File: src/rtl/fetch_stage.sv
// rtl/fetch_stage.sv - instruction-fetch stage: PC, imem req/ready handshake, IF/ID outputs
//
// Owns the program counter and fetches 16-bit instructions from a wait-stated
// instruction memory. Delivers registered instruction / PC+2 to IF/ID, honours
// stall and redirect, and stops fetching once a HLT instruction is accepted.
//
// Ports:
//   clk, rst_n        clock (rising edge), asynchronous active-low reset
//   stall             hold IF/ID outputs and the PC
//   redirect          branch taken in ID: flush and refetch from redirect_pc
//   redirect_pc       redirect target
//   imem_req          memory request (address held stable until imem_ready)
//   imem_addr         request address, always from the address register
//   imem_rdata        instruction word, valid with imem_ready
//   imem_ready        memory response, may coincide with the first req cycle
//   if_instr          instruction to IF/ID (NOP_INSTR on bubbles)
//   if_pc_plus2       fetched address + 2
//   if_valid          if_instr is a real fetched instruction
//   pc                next fetch PC
//   fetch_halted      HLT delivered, no further fetches until redirect

module fetch_stage #(
   parameter logic [15:0] RESET_PC   = 16'h0000,
   parameter logic [3:0]  HLT_OPCODE = 4'hF,
   parameter logic [15:0] NOP_INSTR  = 16'h0000
) (
   input  logic        clk,
   input  logic        rst_n,
   input  logic        stall,
   input  logic        redirect,
   input  logic [15:0] redirect_pc,
   output logic        imem_req,
   output logic [15:0] imem_addr,
   input  logic [15:0] imem_rdata,
   input  logic        imem_ready,
   output logic [15:0] if_instr,
   output logic [15:0] if_pc_plus2,
   output logic        if_valid,
   output logic [15:0] pc,
   output logic        fetch_halted
);

   typedef enum logic [1:0] {
      S_FETCH   = 2'd0,
      S_HOLD    = 2'd1,
      S_DISCARD = 2'd2,
      S_HALTED  = 2'd3
   } state_t;

   state_t      state_q, state_d;
   logic [15:0] pc_q, pc_d;
   logic [15:0] addr_q, addr_d;
   logic [15:0] skid_q, skid_d;
   logic [15:0] instr_q, instr_d;
   logic [15:0] pc_plus2_q, pc_plus2_d;
   logic        valid_q, valid_d;
   logic        halted_q, halted_d;

   logic        accept;
   logic [15:0] accept_word;
   logic [15:0] addr_plus2;

   // addr_q always names the word being fetched or buffered, so it is the
   // base for PC+2 on accept (it equals pc_q in FETCH and HOLD).
   assign addr_plus2 = addr_q + 16'd2;

   always_comb begin
      state_d     = state_q;
      pc_d        = pc_q;
      addr_d      = addr_q;
      skid_d      = skid_q;
      halted_d    = halted_q;
      instr_d     = instr_q;
      pc_plus2_d  = pc_plus2_q;
      valid_d     = valid_q;
      accept      = 1'b0;
      accept_word = skid_q;

      case (state_q)
         S_FETCH: begin
            if (redirect) begin
               // Any word returned this cycle belongs to the wrong path.
               pc_d = redirect_pc;
               if (imem_ready) begin
                  addr_d = redirect_pc;
               end else begin
                  // The access in flight must complete before the new one.
                  state_d = S_DISCARD;
               end
            end else if (imem_ready) begin
               if (stall) begin
                  skid_d  = imem_rdata;
                  state_d = S_HOLD;
               end else begin
                  accept      = 1'b1;
                  accept_word = imem_rdata;
               end
            end
         end
         S_HOLD: begin
            if (redirect) begin
               pc_d    = redirect_pc;
               addr_d  = redirect_pc;
               state_d = S_FETCH;
            end else if (!stall) begin
               accept      = 1'b1;
               accept_word = skid_q;
               state_d     = S_FETCH;
            end
         end
         S_DISCARD: begin
            if (redirect) begin
               pc_d = redirect_pc;
            end
            if (imem_ready) begin
               // Restart at the newest target, including one arriving now.
               addr_d  = pc_d;
               state_d = S_FETCH;
            end
         end
         S_HALTED: begin
            if (redirect) begin
               halted_d = 1'b0;
               pc_d     = redirect_pc;
               addr_d   = redirect_pc;
               state_d  = S_FETCH;
            end
         end
         default: begin
            state_d = S_FETCH;
         end
      endcase

      if (accept) begin
         pc_d   = addr_plus2;
         addr_d = addr_plus2;
         if (accept_word[15:12] == HLT_OPCODE) begin
            state_d  = S_HALTED;
            halted_d = 1'b1;
         end else begin
            state_d = S_FETCH;
         end
      end

      // IF/ID register: redirect flushes, stall freezes, otherwise a bubble
      // unless a word was accepted this cycle.
      if (redirect) begin
         valid_d = 1'b0;
         instr_d = NOP_INSTR;
      end else if (!stall) begin
         if (accept) begin
            valid_d    = 1'b1;
            instr_d    = accept_word;
            pc_plus2_d = addr_plus2;
         end else begin
            valid_d = 1'b0;
            instr_d = NOP_INSTR;
         end
      end
   end

   always_ff @(posedge clk or negedge rst_n) begin
      if (!rst_n) begin
         state_q    <= S_FETCH;
         pc_q       <= RESET_PC;
         addr_q     <= RESET_PC;
         skid_q     <= NOP_INSTR;
         instr_q    <= NOP_INSTR;
         pc_plus2_q <= 16'h0000;
         valid_q    <= 1'b0;
         halted_q   <= 1'b0;
      end else begin
         state_q    <= state_d;
         pc_q       <= pc_d;
         addr_q     <= addr_d;
         skid_q     <= skid_d;
         instr_q    <= instr_d;
         pc_plus2_q <= pc_plus2_d;
         valid_q    <= valid_d;
         halted_q   <= halted_d;
      end
   end

   // Request is a decode of the state flop; gating with rst_n keeps it low
   // for the whole reset and lets the first request start right after release.
   assign imem_req     = rst_n && ((state_q == S_FETCH) || (state_q == S_DISCARD));
   assign imem_addr    = addr_q;
   assign if_instr     = instr_q;
   assign if_pc_plus2  = pc_plus2_q;
   assign if_valid     = valid_q;
   assign pc           = pc_q;
   assign fetch_halted = halted_q;

endmodule

File: config.mk
export PLATFORM = sky130hd
export DESIGN_NAME = fetch_stage
export DESIGN_NICKNAME = d
export VERILOG_FILES = /design/src/rtl/fetch_stage.sv
export SDC_FILE = /design/constraint.sdc
export NUM_CORES = 1
export LEC_CHECK = 0
export CORE_MARGIN = 3
export CORE_UTILIZATION = 44
export CTS_BUF_LIST = sky130_fd_sc_hd__clkbuf_8 sky130_fd_sc_hd__clkbuf_16
export CTS_CLUSTER_DIAMETER = 120
export CTS_CLUSTER_SIZE = 20
export DETAILED_ROUTE_END_ITERATION = 6
export PLACE_DENSITY_LB_ADDON = 0.3
export REMOVE_ABC_BUFFERS = 1
export SKIP_CTS_REPAIR_TIMING = 1
export SLEW_MARGIN = 25
export SYNTH_ARGS = -nofsm -noshare
export SYNTH_HDL_FRONTEND = slang
export SYNTH_SLANG_ARGS = --single-unit
File: constraint.sdc
create_clock -name clk -period 1.72 [get_ports clk]
set_input_delay 0.344 -clock clk [delete_from_list [all_inputs] [get_ports clk]]
set_output_delay 0.344 -clock clk [all_outputs]
set_load 0.02 [all_outputs]
; ---- Word level (Yosys, flattened, before mapping)
; Cells that the tools add are included.
[totals]
input_bits = 37
output_inout_bits = 67
regBits = 84
elab_cells = 73
[classes]
mux = 39
addsub = 1
n_eq_ne = 14
n_bitwise = 2
n_reduce_logical = 9
[op_table]
columns = op, n
row1 = 2-to-1 mux 16 bit, 15
row2 = case mux 16 bit (3 select lines), 1
row3 = 2-to-1 mux 2 bit, 10
row4 = adder 16 x 2 -> 16 bit (second input constant), 1
row5 = != test 4 bit (second input constant), 4
row6 = != test 3 bit (second input constant), 4
row7 = 2-to-1 mux 1 bit, 11
row8 = case mux 2 bit (4 select lines), 1
row9 = AND reduction 4 bit, 2
row10 = AND reduction 6 bit, 1
row11 = == test 2 bit (second input constant), 2
row12 = == test 4 bit (second input constant), 1
row13 = OR reduction 4 bit, 1
row14 = != test 3 x 1 -> 1 bit (second input constant), 1
row15 = AND reduction 3 bit, 1
row16 = == test 2 x 1 -> 1 bit (second input constant), 1
row17 = logical NOT 2 bit, 1
row18 = != test 2 x 1 -> 1 bit (second input constant), 1
row19 = NOT 1 bit, 2
row20 = case mux 1 bit (2 select lines), 1
row21 = OR reduction 2 bit, 1
row22 = logical AND 1 bit, 1
row23 = logical OR 1 bit, 1

; ---- Logic depth before layout (Yosys ltp)
; Gate-level depths: netlist (run 1).
[depth]
word_depth = 7
depth_mapped = 8
ltp_nobuf = 5

; ---- Worst setup path after synthesis (run 1)
; OpenSTA, ideal clock, no wires.
[synth_timing]
path_kind = reg2reg
startpoint = register addr_q[1] (netlist: imem_addr[1])
endpoint = register addr_q[13] (netlist: imem_addr[13])
setup_ns = 0.124
arrival_time_ns = 1.888
period_less_slack_ns = 2.012
path_buffers = 1
path_slack_ns = -0.292
stages_incl_launch_ff = 7
t_required_ns = 1.596
cell_sequence = dfrtp_1 ha_1 clkbuf_1 nand2_1 or4_4 a21o_1 a211o_1
[synth_via]
elab_chain_cells = 2
[synth_rtl]
columns = item, line_no
row1 = start: declaration, 52  ; logic [15:0] addr_q, addr_d;
row2 = start signal: assignment, 175  ; addr_q <= addr_d;
row3 = adder 16 x 2 -> 16 bit, 65  ; assign addr_plus2 = addr_q + 16'd2;
row4 = 2-to-1 mux 16 bit, 134  ; if (accept) begin
; Every way passes these cells.
; A chain may end at the register's enable or synchronous reset.

; ---- Worst setup path after layout (run 1)
[layout_timing]
startpoint = register state_q[1]
endpoint = register addr_q[7] (netlist: imem_addr[7])
[layout_via]
elab_chain_cells = 4
elab_cells_between_ends = 13
cone_classes = eq/ne: 7 / mux: 3 / reduce/logical: 3
[layout_rtl]
columns = item, line_no
row1 = start: declaration, 50  ; state_t state_q, state_d;
row2 = start signal: assignment, 173  ; state_q <= state_d;
row3 = "== test 2 x 1 -> 1 bit, or another cell as far along", 79  ; case (state_q)
row4 = case mux 1 bit (2 select lines) / OR reduction 2 bit (equally long branches), n/a
row5 = "!= test 3 bit (no line), or another cell as far along", n/a
row6 = AND reduction 4 bit (no line) / 2-to-1 mux 16 bit (equally long branches), n/a
; Parallel ways exist; a longest one is shown, timed or not.

==> summary by stage, run 1 <==
Status
The run finished, with violations left. The final reports fail on negative setup slack.

Setup path
The startpoint of the lowest-slack register-to-register path is state_q[1]. Walking the worst path, the cells encountered are buf_4 > nor3_1 > nand2_1 > buf_4 > o32a_1 > o21ai_0. The path type of the worst setup path is register to register. The slack of the worst reg-to-reg path is -0.006 ns. The startpoint type of the worst setup path is a register.

For the worst setup path, the data arrival time is 1.98 ns. The kind of end point of the critical path is a register. The worst register-to-register path ends at imem_addr[7]. The cell type with the highest occurrence count on the critical path is sky130_fd_sc_hd__buf_4. Of all nets on the critical path, the largest fanout is 9. The beginning of the critical path is state_q[1]. The worst-case reg-to-reg path depth is 6. For the worst setup path, the data required time is 1.98 ns.

The critical path ends at imem_addr[7]. The slowest cell on the critical path is sky130_fd_sc_hd__dfrtp_1. In this design, the stage delay of the slowest critical-path cell is 0.39 ns.

Synth
The synthesized design contains 0 enable-type register cells. The portion of the post-synthesis area used by sequential elements is 0.5219. Summing every instance area after synthesis gives 4028 sq um. After synthesis, the largest family of logic cells by area is simple AND/OR/NAND/NOR gates. Synthesis produced a netlist whose cell count is 387. Counting flops with an async set or reset pin after synthesis yields a share of 1.000. The post-synthesis compound-gate area fraction is 0.1336. During synthesis, Yosys emitted a total of 0 warnings. The synthesized area per cell is 10.41 sq um. Of the total synthesized cell area, the portion taken by full adders, half adders and majority gates is 0.003107. Of the post-synthesis cell area, the dominant cell type holds 0.5219. The predominant post-synthesis flop cell is sky130_fd_sc_hd__dfrtp_1. Of the total synthesized cell area, the portion taken by AND, OR, NAND and NOR gates is 0.1528. The post-synthesis share of cell area spent on xor and xnor gates is 0.01740. The portion of synthesized area spent on multiplexers is 0.1345. Counting distinct cell types in the post-synthesis netlist gives 41.

In the synthesized netlist, the cells that appear most often are 84 x sky130_fd_sc_hd__dfrtp_1, 65 x sky130_fd_sc_hd__nand2_1, 35 x sky130_fd_sc_hd__mux2i_1. In this run, synthesis produced a sequential element count of 84. In the post-synthesis netlist, the biggest area contributors are sky130_fd_sc_hd__dfrtp_1 52%, sky130_fd_sc_hd__mux2i_1 8.7%, sky130_fd_sc_hd__nand2_1 6.1%. The most common cell in the synthesized netlist is sky130_fd_sc_hd__dfrtp_1. The cell accounting for the most synthesized area is sky130_fd_sc_hd__dfrtp_1.

Detailed routing
The detail route stage leaves a number of antenna-violating nets equal to 0. The via count of the routed design is 3,594. The vias per cell is 5.563.

The average detailed-routed wire length per instance is 16.95 um. The first TritonRoute pass finished after 4 iterations. The final layout contains routed wiring with a total length of 10.95 mm.

In this run, the number of DRC markers left after iteration 0 of detailed routing was 185. The total DRC errors in the routed layout is 0.

Timing
The smallest clock period supported by the final layout is computed as 1.726 ns. The number of hold violations in the final report is 0. For the final database, setup skew stands at 0.01214 ns. The final number of setup-violating endpoints is 2. The worst slew slack as a fraction of its limit is 0.7065. Static timing analysis puts the maximum clock frequency at 579.3 MHz. Setup repair after global routing could not meet its margin everywhere.

The final worst-path cycle share is 1.004. The number of slew-limit violations in the final report was 0. The slew at the pin closest to its max-slew limit is 0.4403 ns. In the post-route analysis, the smallest setup slack over all paths is -0.006082 ns.

Floorplanning
The initialized floorplan defines 34 standard-cell rows. In this run the standard cell core region covers 8806 sq um. The die covers 10,340 sq um. The I/O pin total is 104. The initial utilization of the core area, before any placement, comes to 0.4574.

The floorplan step set the die width to 101.7 um. The height of the die is 101.7 um.

CTS
The clock slew seen by the registers of the worst setup and hold paths is 0.08 ns. The longest clock path from root to sink contains 2 buffers. The number of buffers created by CTS is 9. TritonCTS built the clock tree. At the later pin of the worst-skew pair, clock insertion delay measures 0.35 ns. Clock tree synthesis found a total of 84 sinks. The H-tree was split into 3 levels. The root buffer cell chosen for the clock tree is sky130_fd_sc_hd__clkbuf_8.

Min path
The path class of the tightest hold or removal check is primary input to async pin.

Placed design
The half-perimeter wire length after detailed placement is 7.761 mm. The weighted congestion reported at the end of routability-driven placement is 0.8709. The number of port buffers is 103. The worst setup slack before clock tree synthesis is -0.3602 ns.

GRT
Entering global routing, the biggest net connects 85 pins. The number of global-route vias before repair is 3,592. The initial antenna violation count is 0. The overall track demand over capacity in global routing is 0.2157. The aggregate global routing overflow is 0. The first global-routing pass estimated 17.82 mm of wire.

Power and ir drop
VDD sags by at most 0.5861 mV. The power density normalized to cell area is 1067 nW/um^2. Total power for the finished layout comes to 6.342 mW. The leakage power summed over all cells is 2.958 nW.

Finish
The number of filler cells placed in the layout is 648. The number of inserted diodes is 0. The flip-flop and latch area is 2103 sq um. The area growth from synthesis to layout is 47.59%. The multi-input logic area is 1866 sq um. The post-layout net count is 573. The fraction of layout cells with a size suffix above 1 is 0.2063.

Job
Across the run, the number of max-cap violations was 0.
==> cell families (layout without fill, tap and decap cells) <==
group | after synthesis | in the layout
and+or+nand+nor | 129 | 129
DFF | 84 | 84
AOI/OAI and AO/OA | 82 | 82
muxes | 52 | 52
buffers and inverters | 31 | 182
xor gates and xnor gates | 8 | 8
adders and majority gates | 1 | 1
==> through the flow <==
step | area (sq um) | TNS [ns] | std cells | utilization | hold slack, ns
2_1_floorplan | 3895 | -69.54 | 360 | - | 0.04841
3_3_place_gp | 5577 | -19.46 | 630 | 0.6333 | 0.4535
3_5_place_dp | 5577 | -21.83 | 630 | 0.6333 | 0.4478
4_1_cts | 5756 | -1.720 | 644 | 0.6536 | 0.07477
5_1_grt | 5944 | -0.3359 | 646 | 0.6751 | 0.07769
6_report | 5944 | -0.008676 | 646 | 0.6751 | 0.05917
==> worst min-delay path by stage <==
stage / startpoint / to / slack, ns / cells after the start
3_5_place_dp: rst_n / skid_q[5] / 0.45 / 2
6_report: rst_n / skid_q[2] / 0.06 / 2
4_1_cts: rst_n / if_instr[2] / 0.07 / 2
2_1_floorplan: rst_n / fetch_halted / 0.05 / 0
5_1_grt: rst_n / skid_q[2] / 0.08 / 2
3_3_place_gp: rst_n / if_pc_plus2[13] / 0.45 / 2
==> state kept, by name (all words and copies together) (netlist names) <==
signal / cells
skid_q: 16
state_q: 2
if_pc_plus2: 16
imem_addr: 16
if_valid: 1
if_instr: 16
pc: 16
fetch_halted: 1
==> power by group <==
part	leakage, nW	internal, mW	switching, mW
clock network	0.0870	0.650	0.692
registers	1.04	2.40	0.306
logic	1.83	1.14	1.15
==> critical path, delay by kind of cell (launching register included) <==
kind                   cells  cell delay (ns)
flip-flops                 1             0.39
AO/OA/AOI/OAI              2             0.40
buffers and inverters      2             0.37
AND/OR/NAND/NOR            2             0.47
==> area by class of cell <==
class	instances	area share
Sequential cell	84	0.3538
Multi-Input combinational cell	272	0.3138
Timing Repair Buffer	164	0.2770
Tap cell	108	0.02273
Clock buffer	9	0.02084
Clock inverter	5	0.009261
Inverter	4	0.002526
==> layer usage <==
layer	GRT usage	wire, um	vias to the layer above
met1	0.2993	4764	1799
met2	0.3481	5595	102
li1	-	-	1684
met4	0.05521	107	0
met3	0.04270	480	9
met5	0	0	-
==> cells in the final DEF (no fill, tap or decap), types with 8 or more instances in the layout <==
| cell | instances |
|---|---|
| sky130_fd_sc_hd__o221ai_1 | 14 |
| sky130_fd_sc_hd__buf_4 | 55 |
| sky130_fd_sc_hd__nor2b_1 | 10 |
| sky130_fd_sc_hd__dlymetal6s2s_1 | 36 |
| sky130_fd_sc_hd__nor2_1 | 17 |
| sky130_fd_sc_hd__dfrtp_1 | 83 |
| sky130_fd_sc_hd__nand2_1 | 64 |
| sky130_fd_sc_hd__mux2_2 | 17 |
| sky130_fd_sc_hd__clkdlybuf4s50_1 | 66 |
| sky130_fd_sc_hd__a211oi_1 | 8 |
| sky130_fd_sc_hd__o21ai_0 | 19 |
| sky130_fd_sc_hd__clkbuf_8 | 9 |
| sky130_fd_sc_hd__mux2i_1 | 31 |
| sky130_fd_sc_hd__a21oi_1 | 20 |
No activity file was read; power rests on OpenSTA's default activity.
==> run 2: changes to the inputs <==
--- a/config.mk
+++ b/config.mk
@@ -5,8 +5,10 @@
 export SDC_FILE = /design/constraint.sdc
 export NUM_CORES = 1
 export LEC_CHECK = 0
+export CELL_PAD_IN_SITES_DETAIL_PLACEMENT = 0
+export CELL_PAD_IN_SITES_GLOBAL_PLACEMENT = 1
 export CORE_MARGIN = 3
-export CORE_UTILIZATION = 44
+export CORE_UTILIZATION = 34
 export CTS_BUF_LIST = sky130_fd_sc_hd__clkbuf_8 sky130_fd_sc_hd__clkbuf_16
 export CTS_CLUSTER_DIAMETER = 120
 export CTS_CLUSTER_SIZE = 20
==> run 2 against run 1 <==
Net effect: combinational power about the same; clock skew down 0.0024 ns; highest routed layer unchanged; the flow now finishes without violations; die area up 28%; cell area up 2.7%; worst setup slack better by 0.055 ns; cell count up 6.8%.
==> summary by stage, run 2 (same netlist as run 1, synthesis figures left out) <==
GRT
The first-pass GRT wire length is 18.20 mm (was 17.82 mm). The pin count of the biggest net entering global routing is 50 (was 85). The aggregate global routing overflow is 0 (unchanged). The number of global-route vias before repair is 3,521 (was 3,592). The initial antenna violation count is 0 (unchanged).

The overall track demand over capacity in global routing is 0.1742 (was 0.2157).

Min path
The worst min-delay path class is primary input to async pin (unchanged).

Finish
The final cell utilization of the core came to 0.5300 (was 0.6751). The layout overhead on the synthesized area is 51.54% (was 47.59%). The number of filler cells placed in the layout is 1,054 (was 648).

The post-layout net count is 580 (was 573). The fraction of layout cells with a size suffix above 1 is 0.2084 (was 0.2063). The number of inserted diodes is 0 (unchanged). Top library cells by usage in the layout, fill and taps aside: 84 x sky130_fd_sc_hd__dfrtp_1, 79 x sky130_fd_sc_hd__clkdlybuf4s50_1, 64 x sky130_fd_sc_hd__nand2_1 (was 83 x sky130_fd_sc_hd__dfrtp_1, 66 x sky130_fd_sc_hd__clkdlybuf4s50_1, 64 x sky130_fd_sc_hd__nand2_1).

The post-route standard cell area excluding fillers is 6103 sq um (was 5944 sq um). The commonest non-fill, non-tap cell in the layout is sky130_fd_sc_hd__dfrtp_1 (unchanged).

Setup path
The worst-case reg-to-reg path depth is 4 (was 6). The path type of the worst setup path is register to primary output (was register to register). The startpoint of the lowest-slack register-to-register path is imem_addr[9] (was state_q[1]).

The number of buffers and inverters on the critical path is 1 (was 2). The data arrival time of the critical path is 1.33 ns (was 1.98 ns). The delay of the slowest cell on the worst path is 0.62 ns (was 0.39 ns).

Cells along the critical path: clkdlybuf4s50_1 (was buf_4 > nor3_1 > nand2_1 > buf_4 > o32a_1 > o21ai_0). The slowest cell on the critical path is sky130_fd_sc_hd__clkdlybuf4s50_1 (was sky130_fd_sc_hd__dfrtp_1). The data required time at the worst endpoint is 1.38 ns (was 1.98 ns). The maximum net fanout on the critical path is 2 (was 9).

The dominant delay contributor by cell family on the critical path is buffers and inverters (was simple AND/OR/NAND/NOR gates). The terminus of the critical flop-to-flop path is imem_addr[13] (was imem_addr[7]). The kind of end point of the critical path is a primary output (was register). The startpoint type of the worst setup path is a register (unchanged). The slack of the worst reg-to-reg path is 0.06 ns (was -0.006 ns).

Floorplanning
The core footprint is 11,520 sq um (was 8806 sq um). The height of the die is 114.8 um (was 101.7 um). The I/O pin total is 104 (unchanged). The width of the die came to 114.8 um (was 101.7 um).

The die area is 13,190 sq um (was 10,340 sq um). The number of cell rows is 39 (was 34). The initial cell density of the core is 0.3497 (was 0.4574).

Detailed routing
The via count of the routed design is 3,496 (was 3,594). The post-detailed-route count of antenna-violating nets was 0 (unchanged). The total wirelength of the detailed-routed design is 11.50 mm (was 10.95 mm). The number of iterations in the first detailed-routing pass is 4 (unchanged).

The total DRC errors in the routed layout is 0 (unchanged). The number of DRC markers after the initial detailed-route iteration is 190 (was 185). The average detailed-routed wire length per instance is 16.67 um (was 16.95 um). The vias per cell is 5.067 (was 5.563).

Power and ir drop
The maximum vdd drop is 0.5091 mV (was 0.5861 mV). The power density normalized to cell area was 1118 nW/um^2 (was 1067 nW/um^2). The leakage power summed over all cells is 2.892 nW (was 2.958 nW).

Placed design
The number of port buffers is 103 (unchanged). The half-perimeter wire length after detailed placement was 8.367 mm (was 7.761 mm). The weighted congestion reported at the end of routability-driven placement is 0.8373 (was 0.8709).

The placement-stage cell area came to 5643 sq um (was 5577 sq um).

Timing
The final number of setup-violating endpoints is 0 (was 2). RSZ-0062 raised after global routing: true (unchanged). The number of hold violations in the final report was 0 (unchanged). The final worst-path cycle share came to 0.9718 (was 1.004). The total negative slack for setup checks is 0 ns (was -0.008676 ns). The post-layout minimum cycle time is 1.672 ns (was 1.726 ns). The slew at the pin closest to its max-slew limit is 0.6299 ns (was 0.4403 ns). The worst slew slack as a fraction of its limit came to 0.5800 (was 0.7065). The number of slew-limit violations in the final report is 0 (unchanged).

The fmax is 598.3 MHz (was 579.3 MHz). The setup skew after layout came to 0.009709 ns (was 0.01214 ns).

CTS
The number of buffers created by CTS is 9 (unchanged). The source-to-sink clock delay at the later pin of the worst-skew pair is 0.33 ns (was 0.35 ns). The TritonCTS clock tree is built (unchanged).

The number of buffers between clock root and the deepest sink is 2 (unchanged). The clock sink count was 84 (unchanged). The clock slew seen by the registers of the worst setup and hold paths was 0.07 ns (was 0.08 ns). The count of H-tree levels built during CTS is 3 (unchanged).

The root buffer cell is sky130_fd_sc_hd__clkbuf_16 (was sky130_fd_sc_hd__clkbuf_8).

Job
The number of max-cap violations is 0 (unchanged).

Status
Run status: finished, final reports clean (was complete, but fails checks).
[run 2: changes by cell type in the layout (fill, tap and decap cells not counted), moves of 4 or more]
cell	delta
sky130_fd_sc_hd__buf_4	+4
sky130_fd_sc_hd__clkbuf_16	+11
sky130_fd_sc_hd__clkbuf_8	-8
sky130_fd_sc_hd__clkdlybuf4s50_1	+13
sky130_fd_sc_hd__dlymetal6s2s_1	-13
sky130_fd_sc_hd__mux2i_1	+4
[run 2: final cells by class]
| cell class | instances | area, sq um | area share |
|---|---|---|---|
| Inverter | 4 | 15.01 | 0.002460 |
| Sequential cell | 84 | 2102 | 0.3444 |
| Timing Repair Buffer | 171 | 1709 | 0.2800 |
| Clock inverter | 6 | 41.29 | 0.006765 |
| Tap cell | 143 | 178.9 | 0.02932 |
| Clock buffer | 10 | 239.0 | 0.03916 |
| Multi-Input combinational cell | 272 | 1818 | 0.2979 |
[run 2: report_power, final]
group | switching [mW] | internal (mW)
combinational | 1.15 | 1.17
clock | 0.790 | 1.01
sequential | 0.300 | 2.40
[run 2: how the worst max path moves through the flow]
stage	startpoint	to	slack [ns]	cells after the start
3_3_place_gp	redirect	if_instr[2]	-0.30	8
3_5_place_dp	redirect	imem_addr[1]	-0.36	7
4_1_cts	state_q[0]	imem_req	-0.30	2
6_report	if_valid	if_valid	0.05	1
2_1_floorplan	state_q[1]	imem_addr[10]	-1.52	4
5_1_grt	imem_addr[9]	imem_addr[13]	-0.05	4
[run 2: layer usage]
layer	global-route usage	up-vias	wire [um]
met2	0.2870	75	5723
li1	-	1701	-
met1	0.2348	1718	5325
met5	0	-	0
met4	0.04930	0	61
met3	0.03316	2	388
[run 2: metrics by stage]
step | hold WS [ns] | power [mW] | std cells | setup slack (ns)
floorplan | 0.04841 | 3.766 | 360 | -1.520
finish | 0.1375 | 6.824 | 690 | 0.04849
global placement | 0.4611 | 5.014 | 668 | -0.3002
detailed placement | 0.4608 | 5.055 | 668 | -0.3634
CTS | 0.1544 | 6.885 | 684 | -0.2964
global route | 0.1773 | 7.212 | 690 | -0.04512
[run 2: worst reg2reg max path, cell delays in order, from the launching register on]
cell,delay [ns]
sky130_fd_sc_hd__dfrtp_1,0.36
sky130_fd_sc_hd__nand4_1,0.24
sky130_fd_sc_hd__or4_4,0.55
sky130_fd_sc_hd__a21o_1,0.17
sky130_fd_sc_hd__a211o_1,0.24
==> run 3: changes to the inputs <==
--- a/config.mk
+++ b/config.mk
@@ -13,10 +13,12 @@
 export CTS_CLUSTER_DIAMETER = 120
 export CTS_CLUSTER_SIZE = 20
 export DETAILED_ROUTE_END_ITERATION = 6
+export GPL_ROUTABILITY_DRIVEN = 1
+export GPL_TIMING_DRIVEN = 0
 export PLACE_DENSITY_LB_ADDON = 0.3
 export REMOVE_ABC_BUFFERS = 1
 export SKIP_CTS_REPAIR_TIMING = 1
-export SLEW_MARGIN = 25
+export SLEW_MARGIN = 40
 export SYNTH_ARGS = -nofsm -noshare
 export SYNTH_HDL_FRONTEND = slang
 export SYNTH_SLANG_ARGS = --single-unit
==> run 3 against run 2 <==
Net effect: the run now ends with negative setup slack left; flip-flop and latch count is the same; fmax fell by 8.7%; utilization down 0.51 points; non-clock buffer count is 36 lower; hold slack lost 0.13 ns; worst setup slack lost 0.16 ns; critical endpoint is now imem_addr[13]; largest cell class unchanged.
==> summary by stage, run 3 (same netlist as run 1, synthesis figures left out) <==
Status
Run status: complete, but fails checks (was finished, final reports clean). The final reports fail on negative setup slack.

CTS
The number of buffers created by CTS is 9 (unchanged). The TritonCTS clock tree is built (unchanged). The clock slew seen by the registers of the worst setup and hold paths was 0.07 ns (about the same). The number of buffers between clock root and the deepest sink is 2 (unchanged). The source-to-sink clock delay at the later pin of the worst-skew pair came to 0.34 ns (was 0.33 ns).

The root buffer cell was sky130_fd_sc_hd__clkbuf_16 (unchanged). The clock sink count is 84 (unchanged). The count of H-tree levels built during CTS came to 3 (unchanged).

Power and ir drop
The switching power as a share of total power is 0.3320 (was 0.3283). The total power is 6.950 mW (was 6.824 mW). The maximum vdd drop is 0.5247 mV (was 0.5091 mV). The power density normalized to cell area was 1150 nW/um^2 (was 1118 nW/um^2).

The switching component of the power is 2.307 mW (was 2.240 mW). The cell-internal power is 4.643 mW (was 4.584 mW). The part of the power in combinational logic is 0.316 (was 0.340). The relative contribution of the clock network to total power is 0.285 (was 0.265). The sequential fraction of design power is 0.400 (was 0.396).

The leakage power summed over all cells is 2.789 nW (was 2.892 nW).

Detailed routing
The total wirelength of the detailed-routed design is 11.28 mm (was 11.50 mm). The average detailed-routed wire length per instance is 17.25 um (was 16.67 um). The vias per cell is 5.213 (was 5.067). The number of DRC markers after the initial detailed-route iteration is 164 (was 190). The post-detailed-route count of antenna-violating nets is 0 (unchanged).

The via count of the routed design is 3,409 (was 3,496). The number of iterations in the first detailed-routing pass is 4 (unchanged). The total DRC errors in the routed layout is 0 (unchanged).

Timing
The number of hold violations in the final report is 0 (unchanged). The post-layout minimum cycle time is 1.830 ns (was 1.672 ns). The final number of setup-violating endpoints was 1 (was 0). The fmax is 546.4 MHz (was 598.3 MHz). RSZ-0062 raised after global routing: true (unchanged). The final worst-path cycle share is 1.064 (was 0.9718). The slew at the pin closest to its max-slew limit came to 0.5348 ns (was 0.6299 ns).

The worst hold slack across all endpoints is 0.009501 ns (was 0.1375 ns). The number of slew-limit violations in the final report was 0 (unchanged). The setup skew after layout is 0.005672 ns (was 0.009709 ns). The final worst setup slack is -0.1100 ns (was 0.04849 ns). The worst slew slack as a fraction of its limit is 0.6431 (was 0.5800).

Setup path
The kind of end point of the critical path is a register (was primary output). The startpoint of the lowest-slack register-to-register path is imem_addr[4] (was imem_addr[9]). The worst-case reg-to-reg path depth came to 4 (unchanged). The startpoint type of the worst setup path was a register (unchanged).

The maximum net fanout on the critical path is 9 (was 2). The path type of the worst setup path is register to register (was register to primary output). The data required time at the worst endpoint was 1.95 ns (was 1.38 ns).

The terminus of the critical flop-to-flop path is imem_addr[13] (unchanged). The data arrival time of the critical path is 2.06 ns (was 1.33 ns). The slack of the worst reg-to-reg path is -0.11 ns (was 0.06 ns).

Placed design
The half-perimeter wire length after detailed placement is 7.354 mm (was 8.367 mm). The weighted congestion reported at the end of routability-driven placement is 0.7340 (was 0.8373). The number of port buffers came to 103 (unchanged).

Floorplanning
The width of the die is 114.8 um (unchanged). The I/O pin total is 104 (unchanged). The number of cell rows is 39 (unchanged). The core footprint came to 11,520 sq um (unchanged).

The initial cell density of the core is 0.3497 (unchanged). The die area came to 13,190 sq um (unchanged). The height of the die is 114.8 um (unchanged).

Min path
The worst min-delay path class is primary input to async pin (unchanged).

Finish
The fraction of layout cells with a size suffix above 1 is 0.1996 (was 0.2084). The commonest non-fill, non-tap cell in the layout is sky130_fd_sc_hd__clkdlybuf4s50_1 (was sky130_fd_sc_hd__dfrtp_1). The number of inserted diodes came to 0 (unchanged). The layout overhead on the synthesized area is 50.08% (was 51.54%). The post-layout net count was 544 (was 580).

Top library cells by usage in the layout, fill and taps aside: 80 x sky130_fd_sc_hd__clkdlybuf4s50_1, 72 x sky130_fd_sc_hd__dfrtp_1, 64 x sky130_fd_sc_hd__nand2_1 (was 84 x sky130_fd_sc_hd__dfrtp_1, 79 x sky130_fd_sc_hd__clkdlybuf4s50_1, 64 x sky130_fd_sc_hd__nand2_1).

GRT
The number of global-route vias before repair is 3,361 (was 3,521). The pin count of the biggest net entering global routing came to 60 (was 50). The first-pass GRT wire length is 17.16 mm (was 18.20 mm). The initial antenna violation count is 0 (unchanged). The aggregate global routing overflow is 0 (unchanged). The overall track demand over capacity in global routing is 0.1643 (was 0.1742).

Job
The number of max-cap violations is 0 (unchanged).
[run 3: power by group through the flow]
stage,combinational (mW),sequential [mW],clock [mW]
2_1_floorplan,0.662,3.10,0
3_3_place_gp,2.00,2.77,0
3_5_place_dp,2.04,2.79,0
4_1_cts,2.05,2.75,2.01
5_1_grt,2.37,2.84,2.10
6_report,2.19,2.78,1.98
[run 3: final cells by class]
type | instances | area, sq um
multi-input cells | 272 | 1961
clock buffers | 9 | 225.2
well taps | 143 | 178.9
clock inverters | 7 | 75.07
inverters | 4 | 15.01
fillers | 1071 | 5472
flip-flops and latches | 84 | 2117
repair buffers | 135 | 1473
[run 3: routing by layer]
layer	wire, um	GRT usage	up-vias
li1	-	-	1631
met1	5248	0.2191	1699
met2	5434	0.2697	68
met3	402	0.02316	11
met4	198	0.06651	0
met5	0	0	-
[run 3: worst max-delay path by stage]
stage               slack, ns  depth (start not counted)       endpoint    startpoint
detailed placement      -0.76                          5  imem_addr[11]         stall
finish                  -0.11                          4  imem_addr[13]  imem_addr[4]
CTS                     -0.43                          4  imem_addr[11]    state_q[1]
floorplan               -1.52                          4  imem_addr[10]    state_q[1]
global route            -0.17                          4  imem_addr[13]  imem_addr[4]
global placement        -4.50                          5  imem_addr[10]      redirect
[run 3: through the flow]
step | TNS (ns) | utilization | setup WS [ns] | std cells | cell area (sq um)
floorplan | -69.54 | - | -1.520 | 360 | 3895
global placement | -505.58 | 0.4433 | -4.504 | 606 | 5105
detailed placement | -45.01 | 0.4545 | -0.7631 | 613 | 5234
CTS | -22.00 | 0.4806 | -0.4293 | 629 | 5534
global route | -0.3692 | 0.5249 | -0.1657 | 654 | 6045
finish | -0.1100 | 0.5249 | -0.1100 | 654 | 6045
[run 3: worst max-delay path, stage by stage, from the launching register on]
cell and delay, ns:
sky130_fd_sc_hd__dfrtp_2 0.47, sky130_fd_sc_hd__nand3_4 0.18, sky130_fd_sc_hd__or4_4 0.60, sky130_fd_sc_hd__a21o_1 0.19, sky130_fd_sc_hd__a211o_1 0.28
